## config.mk

```make
export PLATFORM = sky130hd
export DESIGN_NAME = frame_writer
export DESIGN_NICKNAME = d
export VERILOG_FILES = /design/src/rtl/render_pkg.sv /design/src/rtl/pixel_fifo.sv /design/src/rtl/frame_writer.sv
export SDC_FILE = /design/constraint.sdc
export NUM_CORES = 1
export LEC_CHECK = 0
export BUFFER_PORTS_ARGS = -buffer_cell sky130_fd_sc_hd__buf_4
export CORE_UTILIZATION = 54
export CTS_BUF_LIST = sky130_fd_sc_hd__clkbuf_16
export CTS_CLUSTER_SIZE = 25
export DETAILED_ROUTE_END_ITERATION = 12
export PLACE_DENSITY = 0.82
export SETUP_SLACK_MARGIN = 0.4
export SYNTH_ARGS = -nofsm -noshare
export SYNTH_HDL_FRONTEND = slang
export SYNTH_SLANG_ARGS = --single-unit
```

## constraint.sdc

```tcl
create_clock -name clk_in -period 4.9 [get_ports clk_in]
set_input_delay 0.98 -clock clk_in [delete_from_list [all_inputs] [get_ports clk_in]]
set_output_delay 0.98 -clock clk_in [all_outputs]
set_load 0.1 [all_outputs]
```

## src/rtl/render_pkg.sv

```systemverilog
// Shared types and helpers for the render-to-framebuffer path.
// Pixel records, writer FSM states and framebuffer size limits live here.
package render_pkg;

    localparam int unsigned MAX_NPIX = 65536;

    function automatic int unsigned calc_npix(input int unsigned width, input int unsigned height);
        return width * height;
    endfunction

    typedef struct packed {
        logic [15:0] addr;
        logic [15:0] color;
    } pixel_t;

    typedef enum logic [1:0] {
        IDLE,
        CLEAR,
        DRAW,
        FLUSH
    } fw_state_t;

endpackage

```

## src/rtl/pixel_fifo.sv

```systemverilog
// Small synchronous FIFO of pixel records with show-ahead read data.
// Pushes while full and pops while empty are ignored.
module pixel_fifo
    import render_pkg::*;
#(
    parameter int unsigned DEPTH = 8
) (
    input  logic   i_clk,
    input  logic   i_rst_n,
    input  logic   i_push,
    input  pixel_t i_data,
    input  logic   i_pop,
    output pixel_t o_data,
    output logic   o_full,
    output logic   o_empty
);

    localparam int unsigned AW = $clog2(DEPTH);

    // Pointers carry one extra wrap bit to tell full from empty.
    logic [AW:0] r_wr_ptr;
    logic [AW:0] r_rd_ptr;
    pixel_t      r_mem [DEPTH];
    logic        w_push;
    logic        w_pop;

    assign o_empty = (r_wr_ptr == r_rd_ptr);
    assign o_full  = (r_wr_ptr[AW] != r_rd_ptr[AW]) && (r_wr_ptr[AW-1:0] == r_rd_ptr[AW-1:0]);
    assign w_push  = i_push && !o_full;
    assign w_pop   = i_pop && !o_empty;
    assign o_data  = r_mem[r_rd_ptr[AW-1:0]];

    always_ff @(posedge i_clk or negedge i_rst_n) begin
        if (!i_rst_n) begin
            r_wr_ptr <= '0;
            r_rd_ptr <= '0;
        end else begin
            if (w_push) r_wr_ptr <= r_wr_ptr + 1'b1;
            if (w_pop)  r_rd_ptr <= r_rd_ptr + 1'b1;
        end
    end

    always_ff @(posedge i_clk) begin
        if (w_push) r_mem[r_wr_ptr[AW-1:0]] <= i_data;
    end

endmodule

```

## src/rtl/frame_writer.sv

```systemverilog
// Writes the render pixel stream into the back bank of a double-buffered framebuffer:
// clear, buffer pixels arriving during the clear, drain, then swap banks.
module frame_writer
    import render_pkg::*;
#(
    parameter int unsigned WIDTH       = 320,
    parameter int unsigned HEIGHT      = 180,
    parameter int unsigned FIFO_DEPTH  = 8,
    parameter logic [15:0] CLEAR_COLOR = 16'h0000
) (
    input  logic        clk_in,
    input  logic        rst_in,
    input  logic        frame_start_in,
    input  logic        frame_done_in,
    input  logic        pixel_valid_in,
    input  logic [15:0] pixel_addr_in,
    input  logic [15:0] pixel_color_in,
    output logic        ready_out,
    output logic        bram_we_out,
    output logic [16:0] bram_addr_out,
    output logic [15:0] bram_data_out,
    output logic        display_bank_out,
    output logic        swap_out,
    output logic        busy_out,
    output logic        overflow_out,
    output logic        addr_err_out
);

    localparam int unsigned NPIX     = calc_npix(WIDTH, HEIGHT);
    localparam logic [16:0] NPIX_W   = 17'(NPIX);
    localparam logic [15:0] LAST_PTR = 16'(NPIX - 1);

    if (NPIX > MAX_NPIX || NPIX == 0) begin : g_npix_check
        $error("frame_writer: WIDTH*HEIGHT must be in 1..65536");
    end

    fw_state_t   r_state;
    logic [15:0] r_clear_ptr;
    logic        r_done_pending;
    logic        r_display_bank;
    logic        r_bram_we;
    logic [16:0] r_bram_addr;
    logic [15:0] r_bram_data;
    logic        r_swap;
    logic        r_overflow;
    logic        r_addr_err;

    logic        w_draw_bank;
    logic        w_full;
    logic        w_empty;
    logic        w_ready;
    logic        w_accept;
    logic        w_addr_ok;
    logic        w_push;
    logic        w_pop;
    pixel_t      w_pix_in;
    pixel_t      w_pix_out;

    assign w_draw_bank = ~r_display_bank;
    assign w_ready     = ((r_state == CLEAR) || (r_state == DRAW)) && !w_full;
    assign w_accept    = pixel_valid_in && w_ready;
    assign w_addr_ok   = ({1'b0, pixel_addr_in} < NPIX_W);
    assign w_push      = w_accept && w_addr_ok;
    // The clear owns the BRAM port, so the FIFO only drains after it.
    assign w_pop       = ((r_state == DRAW) || (r_state == FLUSH)) && !w_empty;
    assign w_pix_in    = {pixel_addr_in, pixel_color_in};

    pixel_fifo #(
        .DEPTH(FIFO_DEPTH)
    ) u_pixel_fifo (
        .i_clk  (clk_in),
        .i_rst_n(rst_in),
        .i_push (w_push),
        .i_data (w_pix_in),
        .i_pop  (w_pop),
        .o_data (w_pix_out),
        .o_full (w_full),
        .o_empty(w_empty)
    );

    always_ff @(posedge clk_in or negedge rst_in) begin
        if (!rst_in) begin
            r_state        <= IDLE;
            r_clear_ptr    <= '0;
            r_done_pending <= 1'b0;
            r_display_bank <= 1'b0;
            r_bram_we      <= 1'b0;
            r_bram_addr    <= '0;
            r_bram_data    <= '0;
            r_swap         <= 1'b0;
            r_overflow     <= 1'b0;
            r_addr_err     <= 1'b0;
        end else begin
            r_bram_we <= 1'b0;
            r_swap    <= 1'b0;
            if (w_pop) begin
                r_bram_we   <= 1'b1;
                r_bram_addr <= {w_draw_bank, w_pix_out.addr};
                r_bram_data <= w_pix_out.color;
            end
            case (r_state)
                IDLE: begin
                    if (frame_start_in) begin
                        r_state        <= CLEAR;
                        r_clear_ptr    <= '0;
                        r_done_pending <= 1'b0;
                        r_overflow     <= 1'b0;
                        r_addr_err     <= 1'b0;
                    end
                end
                CLEAR: begin
                    r_bram_we   <= 1'b1;
                    r_bram_addr <= {w_draw_bank, r_clear_ptr};
                    r_bram_data <= CLEAR_COLOR;
                    r_clear_ptr <= r_clear_ptr + 16'd1;
                    if (frame_done_in) r_done_pending <= 1'b1;
                    if (r_clear_ptr == LAST_PTR) r_state <= DRAW;
                end
                DRAW: begin
                    if (frame_done_in || r_done_pending) begin
                        r_state        <= FLUSH;
                        r_done_pending <= 1'b0;
                    end
                end
                FLUSH: begin
                    // Swap only once the last drained write has left the output register.
                    if (w_empty && !r_bram_we) begin
                        r_display_bank <= w_draw_bank;
                        r_swap         <= 1'b1;
                        r_state        <= IDLE;
                    end
                end
                default: r_state <= IDLE;
            endcase
            if (pixel_valid_in && !w_ready) r_overflow <= 1'b1;
            if (w_accept && !w_addr_ok)     r_addr_err <= 1'b1;
        end
    end

    assign ready_out        = w_ready;
    assign busy_out         = (r_state != IDLE);
    assign bram_we_out      = r_bram_we;
    assign bram_addr_out    = r_bram_addr;
    assign bram_data_out    = r_bram_data;
    assign display_bank_out = r_display_bank;
    assign swap_out         = r_swap;
    assign overflow_out     = r_overflow;
    assign addr_err_out     = r_addr_err;

endmodule

```

==> metrics.txt <==
Slew Limit Fails=0; Final min period=approximately 3.5 ns; CTS Sinks=around 320; Crit-path slowest cell=dfrtp_4; Yosys Warn Count=0; area share of fa/ha/maj cells after synthesis=0.783%; CTS tree=done; hold path cells=2; crit path DAT=2.49 ns; wire length per cell=roughly 24 um; routability cong.=just under 0.8; Setup crit start kind=flip-flop; DR iter-0 viols=558; GRT Residual Overflow=0; Setup CP Type=reg -> out; post-cts resize count=0; post-synth net total=740; n_diodes=0; worst r2r dst=u_pixel_fifo.r_mem[6][8]; CP endpoint=ready_out; Simple-Gate Fraction of Synth Area=under 10%; post-DP HPWL=15.6 mm; CTS root buf=clkbuf_16; largest family of logic cells by synthesized area=multiplexers; Worst Setup SP=u_pixel_fifo.r_rd_ptr[0]; mux cell area share after synthesis=11.9%; XOR/XNOR Fraction of Synth Area=1.74%; Hold Path Origin=bram_addr_out[16]; area of the mapped netlist=12800 um2; gr usage total=a little under a quarter; First-pass DRT Iterations=5; Fin Setup TNS=0 ns; # IOs=77; # DRC=0; CP required=3.92 ns; r2r setup slk=1.85 ns; starting density of the core=55.8%; fillers=1515; Final setup viols=0; cell family with most CP delay=flip-flops; fmax=288 MHz; Clk network pwr share=23.9%; die height=156 um; first-pass GRT wire length=41.2 mm; CP endpoint kind=primary output; area grow syn2layout=15.5%; peak supply drop=523 uV; initial antenna violation count=0; Hold Crit Class=reg -> reg; FF/Latch Area=9320 um2; Yosys cell types=57; clock buffer count from CTS=31; share of the yosys chip area belonging to registers=72.9%; clk_lat worst skew=0.57 ns; Flop pwr share=36.9%; sw power=4.11 mW; CP cell instances=xnor2_2 -> a41oi_4 -> buf_4; Cell Rows=55; vias in the first global route=roughly 7000; CP peak stage delay=0.93 ns; DRT Wirelength=26.9 mm; Compound-Gate Fraction of Synth Area=under 10%; CTS Hold Bufs=0; final hold violations=0; Pint=6.13 mW; max cap viols=0; syn_area_per_cell=around 18 um2; largest net degree at the start of global routing=66; unrepaired setup endpoints after global routing=false; area of the multi-input gates=approximately 3300 um2; share of post-route cells with drive strength above 1=between 20% and 30%; IO Port Bufs=between 70 and 80; R2R depth=5; reg2reg start=u_pixel_fifo.r_rd_ptr[0]; Worst Clk Skew=0.0137 ns; Tcrit/Tclk final=70.8%; final net count=approximately 830; Tightest Pin Transition=about 0.98 ns; status=complete, no violations; Die Footprint=between 20000 and 25000 um2; Vias=6704; Core Area=22900 um2; pwr dens=694 nW/um2; die width=156 um; H-tree levels=1; Clock transition at path regs=0.06 ns; CP Max Fanout=40; power after layout=10.2 mW; Syn Inst Count=695; antenna-violating nets left=0; Switching Fraction=40.2%; Comb power frac=39.2%; Pleak=around 5.2 nW; clock buffer depth=3; Vias per Instance=5.96; relative slew slack=between 30% and 40%; CP Buf/Inv Count=1; Post CTS Setup Buffer Count=0; flops & latches, synth=321; Levels on crit path=3
metrics by stage:
step / hold WS (ns) / std cells / setup WS (ns) / util [%] / area, um2
after global placement: 0.464 / 1067 / 1.42 / 59.8 / 13700
after global routing: 0.506 / 1125 / 1.32 / 64.4 / 14800
after floorplan: 0.464 / 695 / 0.202 / - / 12800
final: 0.479 / 1125 / 1.43 / 64.4 / 14800
after CTS: 0.487 / 1125 / 1.39 / 64.4 / 14800
after detailed placement: 0.472 / 1067 / 1.42 / 59.8 / 13700
how the worst min path moves through the flow:
stage                               end  slack (ns)
2_1_floorplan  u_pixel_fifo.r_rd_ptr[3]        0.46
3_5_place_dp           bram_addr_out[9]        0.47
6_report              bram_addr_out[16]        0.48
5_1_grt                bram_data_out[2]        0.51
4_1_cts               bram_addr_out[16]        0.49
3_3_place_gp           bram_addr_out[9]        0.46
cell type report:
cell class | instances | share of cell area, %
Clock buffer | 31 | 5.26
Clock inverter | 27 | 1.79
Inverter | 9 | 0.229
Multi-Input combinational cell | 331 | 22.1
Sequential cell | 321 | 63.2
Tap cell | 313 | 2.65
Timing Repair Buffer | 93 | 4.82
cells by family after synthesis:
family                   Yosys count
AO/OA/AOI/OAI                     96
buffers and inverters             43
multiplexers                      78
AND/OR/NAND/NOR                  127
XOR/XNOR                          22
flip-flops                       321
adder cells (fa/ha/maj)            8
placed cells by master (no fill, tap or decap), types with 6 or more instances in the layout:
cell type,Yosys,final
a21oi_1,9,9
a221oi_1,6,6
a22oi_1,10,10
buf_4,8,92
clkbuf_16,0,31
clkinv_1,0,13
dfrtp_1,65,63
edfxtp_1,256,256
ha_1,8,8
inv_1,9,13
mux2i_1,15,14
mux4_2,58,58
nand2_1,44,44
nand2b_1,16,16
nand3_1,6,6
nor2_1,24,22
nor2b_1,6,6
o21ai_0,24,24
o21ai_1,19,19
o221ai_1,13,13
xnor2_1,9,9
xor2_1,9,9
flip-flops by register name, summed over array words and instances, names as in the netlist, 2 cells and up:
register,flops
u_pixel_fifo.r_wr_ptr,4
r_clear_ptr,16
u_pixel_fifo.r_mem,256
bram_addr_out,17
bram_data_out,16
r_state,2
u_pixel_fifo.r_rd_ptr,4
metal layers:
layer  vias to the layer above  track usage, %  share of wire, %
li1                       2945               -                 -
met1                      3430            31.5                41
met2                       273            37.0                49
met3                        56            4.44               6.9
met4                         0            9.06               2.8
met5                         -               0                 0
cells in the mapped netlist, drive strengths merged:
library cell | instances | area share [%]
nor2 | 25 | 0.79
nor2b | 6 | 0.29
or4b | 1 | 0.078
nand4 | 7 | 0.51
a22o | 1 | 0.069
o22ai | 4 | 0.20
edfxtp | 256 | 60
or2 | 2 | 0.098
nand4b | 1 | 0.12
o31ai | 3 | 0.28
inv | 9 | 0.26
nor4 | 2 | 0.098
nor3b | 1 | 0.098
nand2b | 16 | 0.78
ha | 8 | 0.78
o2111ai | 1 | 0.21
a41oi | 2 | 0.28
or4 | 2 | 0.18
buf | 24 | 1.6
nand3 | 7 | 0.37
dfrtp | 65 | 13
a21o | 1 | 0.059
o21a | 1 | 0.059
xor2 | 10 | 0.74
a21oi | 9 | 0.35
mux4 | 58 | 10
nand2 | 45 | 1.3
xnor2 | 12 | 1.0
nor3 | 6 | 0.24
or3 | 2 | 0.098
and4 | 1 | 0.069
a32oi | 2 | 0.14
a22oi | 10 | 0.59
clkbuf | 10 | 0.30
and3 | 3 | 0.15
a221oi | 6 | 0.41
mux2 | 5 | 0.50
o21ai | 43 | 1.7
mux2i | 15 | 1.2
o221ai | 13 | 0.89
power groups by stage:
stage,clock [mW],combinational (mW),sequential [mW]
global placement,0,3.91,3.80
finish,2.44,4.01,3.78
global route,2.57,4.23,3.83
CTS,2.46,4.04,3.79
floorplan,0,2.18,4.72
detailed placement,0,3.99,3.82
tightest hold or removal path: cells and delay by family, from the launching register on:
family | cells | cell delay (ns)
simple gates | 1 | 0.04
compound gates | 1 | 0.06
flops | 1 | 0.34
(Power assumes the default switching activity.)
